--- src/rtl/picorv_bus_arbiter.sv ---
`default_nettype none
// ============================================================================
//  Module   : picorv_bus_arbiter
//  Purpose  : Round-robin arbiter that lets two PicoRV32 native-interface
//             masters (m0 = core, m1 = loader/DMA) share one slave port. The
//             grant is held until the slave completes, and s_mem_valid always
//             drops for at least one cycle between grants.
//  Options  : PICORV_ARB_TIMEOUT_EN - adds a slave watchdog (TIMEOUT_CYCLES)
//             that completes a stuck access with ERR_RDATA and counts errors.
//  Revision : 1.0 - initial release
// ============================================================================
module picorv_bus_arbiter #(
`ifdef PICORV_ARB_TIMEOUT_EN
    parameter int unsigned TIMEOUT_CYCLES = 256,
`endif
    parameter logic [31:0] ERR_RDATA      = 32'hDEAD_BEEF
) (
    input  logic        clk,
    input  logic        resetn,

    input  logic        m0_mem_valid,
    input  logic [31:0] m0_mem_addr,
    input  logic [31:0] m0_mem_wdata,
    input  logic [3:0]  m0_mem_wstrb,
    output logic        m0_mem_ready,
    output logic [31:0] m0_mem_rdata,

    input  logic        m1_mem_valid,
    input  logic [31:0] m1_mem_addr,
    input  logic [31:0] m1_mem_wdata,
    input  logic [3:0]  m1_mem_wstrb,
    output logic        m1_mem_ready,
    output logic [31:0] m1_mem_rdata,

    output logic        s_mem_valid,
    output logic [31:0] s_mem_addr,
    output logic [31:0] s_mem_wdata,
    output logic [3:0]  s_mem_wstrb,
    input  logic        s_mem_ready,
    input  logic [31:0] s_mem_rdata,

    output logic [1:0]  grant,
    output logic        bus_err,
    output logic [7:0]  err_count
);

    typedef enum logic [0:0] {
        IDLE = 1'b0,
        BUSY = 1'b1
    } state_t;

    state_t      r_state;
    state_t      w_state_nxt;
    logic [1:0]  r_grant;
    logic [1:0]  w_grant_nxt;
    logic        r_last;        // 0: m0 was served last, 1: m1 was served last
    logic        w_last_nxt;

    logic        w_busy;
    logic        w_sel;         // 1 when m1 owns the slave port
    logic        w_req_valid;   // valid of the current owner
    logic        w_done;        // slave completes this cycle
    logic        w_abort;       // owner withdrew before completion
    logic        w_timeout;     // watchdog completes this cycle

    assign w_busy      = (r_state == BUSY);
    assign w_sel       = r_grant[1];
    assign w_req_valid = w_sel ? m1_mem_valid : m0_mem_valid;
    assign w_done      = w_busy & s_mem_ready;
    assign w_abort     = w_busy & ~s_mem_ready & ~w_req_valid;

`ifdef PICORV_ARB_TIMEOUT_EN
    localparam logic [15:0] c_TO_LAST = 16'(TIMEOUT_CYCLES - 1);

    logic [15:0] r_to_cnt;
    logic [7:0]  r_err_count;

    // The slave wins a tie with the watchdog, so a ready in the limit cycle
    // still returns real data.
    assign w_timeout = w_busy & w_req_valid & ~s_mem_ready & (r_to_cnt == c_TO_LAST);

    // Wait counter: cleared while idle (i.e. on entry to BUSY), counts stalls.
    always_ff @(posedge clk or negedge resetn) begin
        if (!resetn) begin
            r_to_cnt <= 16'd0;
        end else if (!w_busy) begin
            r_to_cnt <= 16'd0;
        end else if (!s_mem_ready) begin
            r_to_cnt <= r_to_cnt + 16'd1;
        end
    end

    // Saturating count of watchdog expiries.
    always_ff @(posedge clk or negedge resetn) begin
        if (!resetn) begin
            r_err_count <= 8'd0;
        end else if (w_timeout && (r_err_count != 8'hFF)) begin
            r_err_count <= r_err_count + 8'd1;
        end
    end

    assign bus_err   = w_timeout;
    assign err_count = r_err_count;
`else
    // No watchdog: BUSY waits for the slave indefinitely.
    assign w_timeout = 1'b0;
    assign bus_err   = 1'b0;
    assign err_count = 8'd0;
`endif

    // State, grant and round-robin history registers.
    always_ff @(posedge clk or negedge resetn) begin
        if (!resetn) begin
            r_state <= IDLE;
            r_grant <= 2'b00;
            r_last  <= 1'b1;
        end else begin
            r_state <= w_state_nxt;
            r_grant <= w_grant_nxt;
            r_last  <= w_last_nxt;
        end
    end

    // Next-state logic: arbitrate in IDLE, wait for completion or abort in BUSY.
    always_comb begin
        w_state_nxt = r_state;
        w_grant_nxt = r_grant;
        w_last_nxt  = r_last;
        case (r_state)
            IDLE: begin
                if (m0_mem_valid || m1_mem_valid) begin
                    w_state_nxt = BUSY;
                    if (m0_mem_valid && m1_mem_valid) begin
                        w_grant_nxt = r_last ? 2'b01 : 2'b10;
                    end else if (m0_mem_valid) begin
                        w_grant_nxt = 2'b01;
                    end else begin
                        w_grant_nxt = 2'b10;
                    end
                end
            end
            BUSY: begin
                if (w_done || w_timeout) begin
                    w_state_nxt = IDLE;
                    w_grant_nxt = 2'b00;
                    w_last_nxt  = w_sel;
                end else if (w_abort) begin
                    // History is left alone so the aborting master keeps its turn.
                    w_state_nxt = IDLE;
                    w_grant_nxt = 2'b00;
                end
            end
            default: begin
                w_state_nxt = IDLE;
                w_grant_nxt = 2'b00;
            end
        endcase
    end

    // Forward the owner's request to the slave; all zeros while idle.
    always_comb begin
        s_mem_valid = 1'b0;
        s_mem_addr  = 32'd0;
        s_mem_wdata = 32'd0;
        s_mem_wstrb = 4'd0;
        if (w_busy) begin
            s_mem_valid = w_req_valid & ~w_timeout;
            if (w_sel) begin
                s_mem_addr  = m1_mem_addr;
                s_mem_wdata = m1_mem_wdata;
                s_mem_wstrb = m1_mem_wstrb;
            end else begin
                s_mem_addr  = m0_mem_addr;
                s_mem_wdata = m0_mem_wdata;
                s_mem_wstrb = m0_mem_wstrb;
            end
        end
    end

    // Completion is routed only to the owner; rdata of a non-owner is don't-care.
    assign m0_mem_ready = r_grant[0] & (s_mem_ready | w_timeout);
    assign m1_mem_ready = r_grant[1] & (s_mem_ready | w_timeout);
    assign m0_mem_rdata = (r_grant[0] & w_timeout) ? ERR_RDATA : s_mem_rdata;
    assign m1_mem_rdata = (r_grant[1] & w_timeout) ? ERR_RDATA : s_mem_rdata;

    assign grant = r_grant;

endmodule
`default_nettype wire
--- config.mk ---
export PLATFORM = sky130hd
export DESIGN_NAME = picorv_bus_arbiter
export DESIGN_NICKNAME = d
export VERILOG_FILES = /design/src/rtl/picorv_bus_arbiter.sv
export SDC_FILE = /design/constraint.sdc
export NUM_CORES = 1
export LEC_CHECK = 0
export ABC_AREA = 1
export BUFFER_PORTS_ARGS = -buffer_cell sky130_fd_sc_hd__buf_2
export CORE_AREA = 2 2 125 127
export CTS_CLUSTER_SIZE = 40
export DETAILED_ROUTE_END_ITERATION = 6
export DIE_AREA = 0 0 127 129
export PLACE_DENSITY_LB_ADDON = 0.2
export SLEW_MARGIN = 20
export SYNTH_ARGS = -nofsm -noshare
export SYNTH_HDL_FRONTEND = slang
export SYNTH_SLANG_ARGS = --single-unit
export TNS_END_PERCENT = 100
--- constraint.sdc ---
create_clock -name clk -period 2.1 [get_ports clk]
set_clock_uncertainty 0.1 [all_clocks]
set_input_delay 0.42 -clock clk [delete_from_list [all_inputs] [get_ports clk]]
set_output_delay 0.42 -clock clk [all_outputs]
set_load 0.05 [all_outputs]
After elaboration in Yosys (flattened, before gate mapping) --
Cells that the tools add are included.
Storage, ports and cells: bits in registers 4, bits of input ports 173, word-level logic and storage cells 36
Cells by class: eq/ne operators 2, multiplexer cells 19, bitwise gates (word level) 8, reduce and logical (&&, ||, !) cells 4
Operator list (count):
- $mux 32 | 4
- $mux 2 | 6
- $mux 4 | 2
- $and 1x1->1 | 5
- $mux 1 | 5
- $pmux 2 s2 | 1
- $reduce_and 2->1 | 2
- $ne 3x1->1 const B | 1
- $not 1->1 | 3
- $ne 2x2->1 const B | 1
- $pmux 1 s2 | 1
- $logic_and 1x1->1 | 1
- $logic_or 1x1->1 | 1

Logic depth before layout (Yosys ltp) --
Gate-level depths: netlist (run 1).
word-level depth 6, gate-level depth with buffers 8

Worst setup path after synthesis (run 1) --
No wires, ideal clock.
path kind reg-to-output, start register r_grant[1] (netlist: grant[1]), end output port s_mem_wdata[24], data arrival time 1771 ps, path slack -191 ps, cell stages (with the launch flop) 7, path buffers 3, cells stage by stage dfrtp_1 buf_6 inv_4 buf_6 buf_6 nor2_1 nor2_1
Between the ends: word-level cells in the longest chain between the ends 2
RTL lines:
- start: declaration | line 54 | logic [1:0] r_grant;
- start signal: assignment | line 119 | r_grant <= w_grant_nxt;
- $mux 32 | line 168 | if (w_sel) begin
- $mux 32 | line 166 | if (w_busy) begin
- end: declaration | line 37 | output logic [31:0] s_mem_wdata,
Every way passes these cells.

Worst setup path in the final report (run 1) --
start register r_grant[1] (netlist: grant[1]), end output port s_mem_wstrb[3]
Between the ends: word-level cells in the longest chain between the ends 2
RTL lines:
- $mux 4 | line 168
- $mux 4 | line 166
- end: declaration | line 38 | output logic [3:0] s_mem_wstrb,
Every way passes these cells.

==> results.md, run 1 <==
- Max-slew violation count: 0
- Area delta synth->final: 59.2%
- Tcrit/Tclk final: 0.956
- Crit start category: register
- # port buffers: between 200 and 250
- Clock Tree Buf Depth: 2
- Via count: 2459
- Nets: around 650
- GR Overflow Total: 0
- Htree depth: 1
- Post-Layout Cell Count: 660
- RSZ-0062 raised after global routing: false
- Vias in the first global route: around 2300
- Count of cell types in the netlist: 16
- Lkg Pwr: 1.56 nW
- WL final: about 7100 µm
- Max-cap viol count: 0
- CTS Sinks: 4
- Top cells by area in the synthesized netlist: buf_4 (31%), nor2_1 (29%), o21ai_0 (20%)
- Min-Delay Path Class: register to register
- Max stage delay cell, worst path: dfrtp_2
- 1st-iter DRT viols: 42
- Mapped Cells: 333
- Root buffer cell: clkbuf_16
- Residual DRC: 0
- CP max FO: 5
- CTS tree: yes
- # diodes: 0
- Core Area: between 0.01 and 0.015 mm²
- Clk_lat worst skew: 0.23 ns
- EDFF count, synth: 0
- Initial Util: 0.118
- Setup crit end kind: primary output
- DIE WIDTH: 127 µm
- Initial DRT Pass Iterations: 4
- Req. time, crit path: 1.58 ns
- Synth Register Bits: 4
- Status: completed
- Vias/cell: 3.73
- Total power draw: approximately 4.1 mW
- Top cell type's share of synthesized area: 0.311
- Crit path time final: ~2 ns
- HPWL after DPL: ~5700 µm
- Avg WL per Cell: roughly 11 µm
- Register area share after synthesis: 0.0574
- Die area: around 0.016 mm²
- Row cnt: 45
- Design area: 0.00281 mm²
- Fin. Hold Viols: 0
- I/O pins: approximately 320
- Worst path most repeated cell: buf_4
- Total CTS buffers: 3
- Placed Cells: ~650
- Yosys Warn Count: 0
- Reg clk slew, reported paths: ~0.03 ns
- WP data arrival: 1.49 ns
- Initial antenna violation count: 0
- First-pass GRT wire length: 10500 µm
- Number of routed nets with antenna violations: 0
- Worst vdd ir: about 0.54 mV
- Pwr dens: 1480 mW/mm²
- Final setup TNS: 0 ns
- Ys async rst share: 1.00
- All-layer global routing usage: 0.0772
- Synthesized area per cell: ~5.3 µm²
- CP cell instances: buf_4 -> buf_4 -> o21ai_0 -> nor2_2 -> buf_2
- Cell depth of the worst min-delay path: 2
- Path type of the worst setup path: register to primary output
- Final setup violation count: 0
- DIE HEIGHT: ~130 µm
- Post-synth top area cell: buf_4
- Max incr delay on CP: approximately 0.46 ns
- Cells on worst reg2reg path: 8
- GPL Wtd Cong: ~0.72
- Largest net degree at the start of global routing: 71
- Mapped cell area: roughly 0.0018 mm²
- Share of cells above drive strength 1: 0.631
- Top FF cell, synth: dfrtp_1
- Fmax: between 400 and 500 MHz
- DP Area: between 0.002 and 0.003 mm²
- Cells resized by post-CTS repair: 0
flip-flops by register name, indices dropped and copies added, names as in the netlist:
name,count
r_last,1
r_state,1
grant,2
cells in the mapped netlist (2+ instances only):
cell type,n
o21ai_1,2
buf_4,73
o21ai_0,69
dfrtp_1,3
buf_2,11
nand2_1,16
nor2_1,138
clkbuf_2,6
buf_6,5
inv_1,4
power by group:
part,switching [mW],internal [mW]
sequential,0.0317,0.112
clock,0.0557,0.251
combinational,2.81,0.893
total,2.89,1.26
critical path: cells and delay by family (launching register included):
family | cells | cell delay, ns
buf+inv | 3 | 0.52
flops | 1 | 0.46
compound gates | 1 | 0.24
simple gates | 1 | 0.05
cells by family after synthesis:
group,after synthesis,synth area share
flip-flops,4,0.0574
other,1,0.00213
AO/OA/AOI/OAI,72,0.204
buffers and inverters,101,0.405
AND/OR/NAND/NOR,155,0.331
routing by layer:
metal | track usage | up-vias | wire [µm]
met1 | 0.0867 | 1035 | 2610
met5 | 0 | - | 0
li1 | - | 1239 | -
met4 | 0.0401 | 0 | 274
met2 | 0.135 | 156 | 3460
met3 | 0.0200 | 29 | 798
what timing repair did:
item                                    in CTS  in global routing
buffers inserted                             0                  3
endpoints found under the hold margin        3                  0
endpoints found under the setup margin       0                 40
hold buffers                                 1                  0
layout by cell type (no fill, tap or decap):
cell type      synthesis  routed
dfrtp_1                3       1
o21ai_0               69      69
inv_2                  1       1
inv_1                  4       4
o21ai_1                2       2
nand2_1               16      16
conb_1                 1       9
a21oi_2                0       1
buf_2                 11     212
dfrtp_2                0       2
clkbuf_16              0       3
nor2_1               138      70
dfstp_2                1       1
buf_12                 0       6
dlygate4sd3_1          0       1
inv_4                  1       1
clkbuf_1               0       1
nor2_2                 0      68
or2_1                  1       1
buf_4                 73       3
through the flow:
stage	setup slack (ns)	hold WS (ns)	util
2_1_floorplan	0.0282	0.0244	-
3_3_place_gp	0.279	0.138	0.180
3_5_place_dp	0.270	0.137	0.180
4_1_cts	0.0260	0.393	0.186
5_1_grt	0.0282	0.424	0.188
6_report	0.0927	0.391	0.188
final cells by class:
class / instances / area, µm²
well taps: 188 / 235
clock buffers: 4 / 78.8
fillers: 1748 / 12200
inverters: 6 / 25.0
repair buffers: 222 / 1210
flip-flops and latches: 4 / 104
multi-input cells: 236 / 1150
path summary, 6_finish.rpt:
check / end / slack, ns / start
min in group asynchronous: grant[0] / 0.44 / resetn
worst min-delay path: r_last / 0.39 / r_last
worst min register to register: r_last / 0.39 / r_last
worst max-delay path: s_mem_wstrb[3] / 0.09 / grant[1]
max in group asynchronous: r_last / 1.25 / resetn
worst max register to register: grant[1] / 0.73 / grant[1]
(Power assumes the default switching activity.)
==> run 2, diff against run 1 <==
==> constraint.sdc (replaced) <==
create_clock -name clk -period 2.1 [get_ports clk]
set_clock_uncertainty 0.1 [all_clocks]
set_input_delay 0.315 -clock clk [delete_from_list [all_inputs] [get_ports clk]]
set_output_delay 0.315 -clock clk [all_outputs]
set_load 0.05 [all_outputs]
==> run 2 against run 1 <==
- final area increased by 0.27%
- highest routed layer unchanged
- cell count is 0.30% lower
- first-iteration DRC count grew 67%
- clock power is essentially flat
- combinational power increased by 1%
- total power grew 0.70%
- largest cell class unchanged
- sequential power shrank 7%
- count of clock-buffer cells in the layout stayed put
- core utilization grew 0.050 points
- via count down 0.73%
- sequential share of layout area barely moved
- hold slack worse by 0.10 ns
==> results.md, run 2 (synthesis results as in run 1) <==
- Max stage delay cell, worst path: dfrtp_2
- Buf/Inv on CP: 2 (-1)
- Via count: 2441 (-0.73%)
- Clk pwr share: 0.074 (about the same)
- Final setup violation count: 0 (unchanged)
- Largest net degree at the start of global routing: 40 (-44%)
- 1st-iter DRT viols: 70 (+67%)
- P_int: 1.27 mW (+1.2%)
- Die area: 0.0164 mm² (unchanged)
- GPL Wtd Cong: 0.676 (-5.8%)
- Req. time, crit path: 1.68 ns (+0.10 ns)
- Worst vdd ir: 0.487 mV (-10%)
- Avg WL per Cell: 11.2 µm (+3.9%)
- CTS Sinks: 4 (unchanged)
- HPWL after DPL: 6110 µm (+6.2%)
- Number of routed nets with antenna violations: 0 (unchanged)
- # port buffers: 213 (unchanged)
- DP Area: 0.00272 mm² (+0.97%)
- Min-Delay Path Class: input port to register
- Met1 usage: 0.0806 (-0.00601)
- Clk_lat worst skew: 0.23 ns (about the same)
- I/O pins: 319 (unchanged)
- Part of the power in registers: 0.032 (-0.003)
- Total power draw: 4.18 mW (+0.70%)
- CP max FO: 33 (+28)
- Root buffer cell: clkbuf_16
- Setup crit end kind: primary output
- Path type of the worst setup path: register to primary output
- Area delta synth->final: 59.6%
- WHS: 0.288 ns (-0.102 ns)
- Vias/cell: 3.71 (-0.43%)
- Fin. Hold Viols: 0 (unchanged)
- Nets: 644 (-0.31%)
- GRT met3 Usage: 0.0175 (-0.00249)
- Max-cap viol count: 0 (unchanged)
- Total CTS buffers: 3 (unchanged)
- Lkg Pwr: 1.55 nW (-0.33%)
- Max incr delay on CP: 0.39 ns (-0.07 ns)
- Clock Tree Buf Depth: 2 (unchanged)
- Tcrit/Tclk final: 0.917 (-0.0391)
- Combinational Power Share: 0.894 (+0.002)
- DIE WIDTH: 127 µm (unchanged)
- Pwr dens: 1480 mW/mm² (+0.43%)
- RSZ-0062 raised after global routing: false
- Core Area: 0.0150 mm² (unchanged)
- Commonest non-fill, non-tap cell in the layout: buf_2
- Met2 usage: 0.149 (+0.0133)
- Design area: 0.00282 mm² (+0.27%)
- Final setup TNS: 0 ns (unchanged)
- Initial antenna violation count: 0 (unchanged)
- WP data arrival: 1.51 ns (+0.02 ns)
- Crit start category: register
- Initial DRT Pass Iterations: 4 (unchanged)
- Status: completed
- Most frequent cells in the layout: buf_2 (208), nor2_1 (70), o21ai_0 (69), nor2_2 (68), nand2_1 (16)
- Sw Share: 0.696 (-0.00158)
- Reg clk slew, reported paths: 0.03 ns (about the same)
- All-layer global routing usage: 0.0770 (-0.000269)
- Initial Util: 0.118 (unchanged)
- Row cnt: 45 (unchanged)
- Max reg flops: 2 (unchanged)
- CP cell instances: buf_4 -> o21ai_0 -> nor2_2 -> buf_2
- WL final: 7390 µm (+3.6%)
- P_sw: 2.91 mW (+0.47%)
- Residual DRC: 0 (unchanged)
- DIE HEIGHT: 129 µm (unchanged)
- First-pass GRT wire length: 10300 µm (-2.4%)
- Htree depth: 1 (unchanged)
- GR Overflow Total: 0 (unchanged)
- Share of cells above drive strength 1: 0.628 (-0.00370)
- Setup ws final: 0.175 ns (+0.0822 ns)
- Crit path time final: 1.93 ns (-0.0822 ns)
- # diodes: 0 (unchanged)
- CP delay by family, top: buffers and inverters
- Setup repair bufs after CTS: 0 (unchanged)
- Fillers: 1739 (-0.51%)
- Max-slew violation count: 0 (unchanged)
- Setup slack at placement: 0.379 ns (+0.109 ns)
- Vias in the first global route: 2206 (-2.2%)
- CTS tree: yes
- GRT Max-Usage Layer: met2
- Fmax: 519 MHz (+4.3%)
==> run 2: final cells by class <==
type                    instances  area [µm²]  share of cell area
repair buffers                220        1220               0.435
inverters                       6        25.0             0.00888
flip-flops and latches          4         104              0.0369
multi-input cells             236        1150               0.408
clock buffers                   4        78.8              0.0280
well taps                     188         235              0.0835
==> run 2: per-stage QoR <==
stage               utilization  instances
floorplan                     -        341
detailed placement        0.182        653
finish                    0.188        658
CTS                       0.188        658
global route              0.188        658
global placement          0.182        653
==> run 2: worst paths after layout <==
kind                             start        endpoint  slack, ns  cells after the start
setup / recovery              grant[1]  s_mem_addr[27]       0.17                      4
hold / removal             s_mem_ready          r_last       0.29                      3
max in group asynchronous       resetn          r_last       1.35                      2
setup reg to reg               r_state        grant[0]       0.81                      5
min in group asynchronous       resetn        grant[0]       0.34                      2
hold reg to reg                 r_last          r_last       0.40                      2
==> run 2: power groups by stage <==
stage               logic (mW)  clock network (mW)  registers [mW]
floorplan                 3.18                   0           0.171
global placement          3.75                   0           0.133
detailed placement        3.77                   0           0.133
CTS                       3.78               0.314           0.132
global route              3.98               0.324           0.139
finish                    3.74               0.308           0.134
==> run 2: worst register-to-register path: cells and delay by family (launching register included) <==
family / cells / cell delay, ns
flops: 1 / 0.38
simple gates: 2 / 0.31
buf+inv: 2 / 0.35
compound gates: 1 / 0.10
==> run 2: metal layers <==
| metal | wire [µm] | share of wire |
|---|---|---|
| met5 | 0 | 0 |
| met1 | 2660 | 0.36 |
| met2 | 3850 | 0.52 |
| met3 | 687 | 0.093 |
| met4 | 195 | 0.026 |
==> run 2: repair_timing <==
item,4_1_cts,5_1_grt
endpoints found under the setup margin,0,1
hold buffers,1,0
hold endpoints to repair,4,0
gates resized for setup,0,1
==> run 3, diff against run 2 <==
--- a/config.mk
+++ b/config.mk
@@ -7,11 +7,12 @@
 export LEC_CHECK = 0
 export ABC_AREA = 1
 export BUFFER_PORTS_ARGS = -buffer_cell sky130_fd_sc_hd__buf_2
-export CORE_AREA = 2 2 125 127
+export CORE_AREA = 2 2 123 125
 export CTS_CLUSTER_SIZE = 40
 export DETAILED_ROUTE_END_ITERATION = 6
-export DIE_AREA = 0 0 127 129
+export DIE_AREA = 0 0 125 127
 export PLACE_DENSITY_LB_ADDON = 0.2
+export SETUP_SLACK_MARGIN = 0.05
 export SLEW_MARGIN = 20
 export SYNTH_ARGS = -nofsm -noshare
 export SYNTH_HDL_FRONTEND = slang
==> constraint.sdc (replaced) <==
create_clock -name clk -period 1.6 [get_ports clk]
set_clock_uncertainty 0.1 [all_clocks]
set_input_delay 0.16 -clock clk [delete_from_list [all_inputs] [get_ports clk]]
set_output_delay 0.16 -clock clk [all_outputs]
set_load 0.05 [all_outputs]
==> run 3 against run 2 <==
- the run now ends with setup timing left
- wire length down 3.4%
- via count up 2.0%
- die area down 3.1%
- first-iteration DRC count down 53%
- cell count up 0.15%
- worst setup slack worse by 0.22 ns
- core utilization up 5.6 points
- sequential share of layout area down 0.74 points
- sequential cell count unchanged
- count of clock-buffer cells in the layout unchanged
- critical path type unchanged
- largest cell class is now multi-input combinational cells
- largest power group unchanged
- highest routed layer unchanged
==> results.md, run 3 (synthesis results as in run 1) <==
- Status: finished, violations left
- Violated checks: setup timing
- P_int: 2.46 mW (+94%)
- Max-cap viol count: 0 (unchanged)
- Share of cells above drive strength 1: 0.703 (+0.0755)
- Fillers: 1639 (-5.8%)
- Tcrit/Tclk final: 1.03
- Initial DRT Pass Iterations: 4 (unchanged)
- # diodes: 0 (unchanged)
- Largest net degree at the start of global routing: 50 (+25%)
- RSZ-0062 raised after global routing: true
- P_sw: 4.32 mW (+49%)
- Part of the power in registers: 0.030 (-0.002)
- Path type of the worst setup path: register to primary output
- Clk pwr share: 0.059 (-0.015)
- Reg clk slew, reported paths: 0.03 ns (about the same)
- Root buffer cell: clkbuf_16
- Sw Share: 0.637 (-0.0584)
- Nets: 649 (+0.78%)
- Crit path time final: between 1.5 and 2 ns
- WP data arrival: 1.39 ns (-0.12 ns)
- Crit start category: register
- Setup slack at placement: 0.0748 ns (-0.304 ns)
- I/O pins: 319 (unchanged)
- Total CTS buffers: 3 (unchanged)
- GRT Max-Usage Layer: met2
- # port buffers: 213 (unchanged)
- GR Overflow Total: 0 (unchanged)
- DIE HEIGHT: 127 µm (-1.6%)
- Core Area: 0.0144 mm² (-3.7%)
- Via count: 2491 (+2.0%)
- First-pass GRT wire length: 11200 µm (+9.6%)
- Initial Util: 0.122 (+0.00452)
- Total power draw: 6.79 mW (+62%)
- Final setup TNS: -1.54 ns (-1.54 ns)
- Pwr dens: 1930 mW/mm² (+30%)
- GRT met3 Usage: 0.0235 (+0.00599)
- Req. time, crit path: 1.34 ns (-0.34 ns)
- Area delta synth->final: 99.7%
- Setup crit end kind: primary output
- Final setup violation count: 63 (+63)
- Worst vdd ir: 0.746 mV (+53%)
- Setup repair bufs after CTS: 0 (unchanged)
- GPL Wtd Cong: 0.742 (+9.7%)
- Design area: 0.00352 mm² (+25%)
- Vias/cell: 3.78 (+1.9%)
- Commonest non-fill, non-tap cell in the layout: buf_2
- Max reg flops: 2 (unchanged)
- HPWL after DPL: 5960 µm (-2.3%)
- Fmax: 606 MHz
- 1st-iter DRT viols: 33 (-53%)
- Residual DRC: 0 (unchanged)
- WL final: 7140 µm (-3.4%)
- Initial antenna violation count: 0 (unchanged)
- Min-Delay Path Class: input port to register
- All-layer global routing usage: 0.0831 (+0.00618)
- DIE WIDTH: 125 µm (-1.6%)
- Most frequent cells in the layout: buf_2 (143), nor2_4 (68), o21ai_1 (64), buf_4 (57), nor2_1 (43)
- CTS tree: yes
- CTS Sinks: 4 (unchanged)
- Avg WL per Cell: 10.8 µm (-3.6%)
- DP Area: 0.00311 mm² (+14%)
- Clock Tree Buf Depth: 2 (unchanged)
- Max-slew violation count: 0 (unchanged)
- Vias in the first global route: 2425 (+9.9%)
- Met1 usage: 0.0912 (+0.0106)
- Lkg Pwr: 1.68 nW (+8.0%)
- Combinational Power Share: 0.911 (+0.017)
- Setup ws final: -0.0494 ns (-0.224 ns)
- Fin. Hold Viols: 0 (unchanged)
- Met2 usage: 0.156 (+0.00737)
- Die area: 0.0159 mm² (-3.1%)
- CP max FO: 17 (-48%)
- Number of routed nets with antenna violations: 0 (unchanged)
- Row cnt: 44 (-2.2%)
- Final Util: 0.244 (+0.0562)
- Clk_lat worst skew: 0.22 ns (about the same)
- Htree depth: 1 (unchanged)
## run 3: repair_timing
item	in CTS	in global routing
gates resized for setup	137	50
hold buffers	1	0
endpoints found under the hold margin	4	0
setup endpoints to repair	70	70
## run 3: power groups by stage
| stage | Clock, mW | Combinational, mW | Sequential [mW] |
|---|---|---|---|
| after global routing | 0.419 | 6.55 | 0.207 |
| after floorplan | 0 | 4.72 | 0.226 |
| final | 0.400 | 6.18 | 0.201 |
| after detailed placement | 0 | 5.56 | 0.200 |
| after CTS | 0.410 | 6.08 | 0.198 |
| after global placement | 0 | 5.54 | 0.196 |
## run 3: layer usage
metal	wire length (µm)	share of wire
met1	2540	0.36
met3	687	0.096
met2	3840	0.54
met4	69	0.0097
met5	0	0
## run 3: final timing paths
| path | startpoint | end | slack, ns | cells after the start |
|---|---|---|---|---|
| hold / removal | s_mem_ready | r_last | 0.12 | 3 |
| setup / recovery | grant[1] | s_mem_addr[6] | -0.05 | 5 |
| max in group asynchronous | resetn | r_last | 1.01 | 2 |
| hold reg to reg | r_last | r_last | 0.39 | 2 |
| setup reg to reg | grant[1] | grant[1] | 0.29 | 7 |
| min in group asynchronous | resetn | grant[1] | 0.18 | 2 |
## run 3: critical path: stages, from the launching register on
cell	delay, ns
dfrtp_2	0.47
inv_6	0.14
buf_12	0.16
nor2_1	0.07
nor2_4	0.11
buf_4	0.20
## run 3: cell type report
| class | count | area, µm² | area share |
|---|---|---|---|
| Multi-Input combinational cell | 236 | 1590 | 0.451 |
| Timing Repair Buffer | 225 | 1490 | 0.424 |
| Tap cell | 184 | 230 | 0.0653 |
| Inverter | 6 | 27.5 | 0.00781 |
| Clock buffer | 4 | 78.8 | 0.0224 |
| Sequential cell | 4 | 104 | 0.0295 |
## run 3: stage by stage
| stage | hold slack (ns) | cells |
|---|---|---|
| after floorplan | -0.236 | 341 |
| after global placement | -0.126 | 654 |
| after detailed placement | -0.129 | 654 |
| after CTS | 0.127 | 659 |
| after global routing | 0.158 | 659 |
| final | 0.120 | 659 |
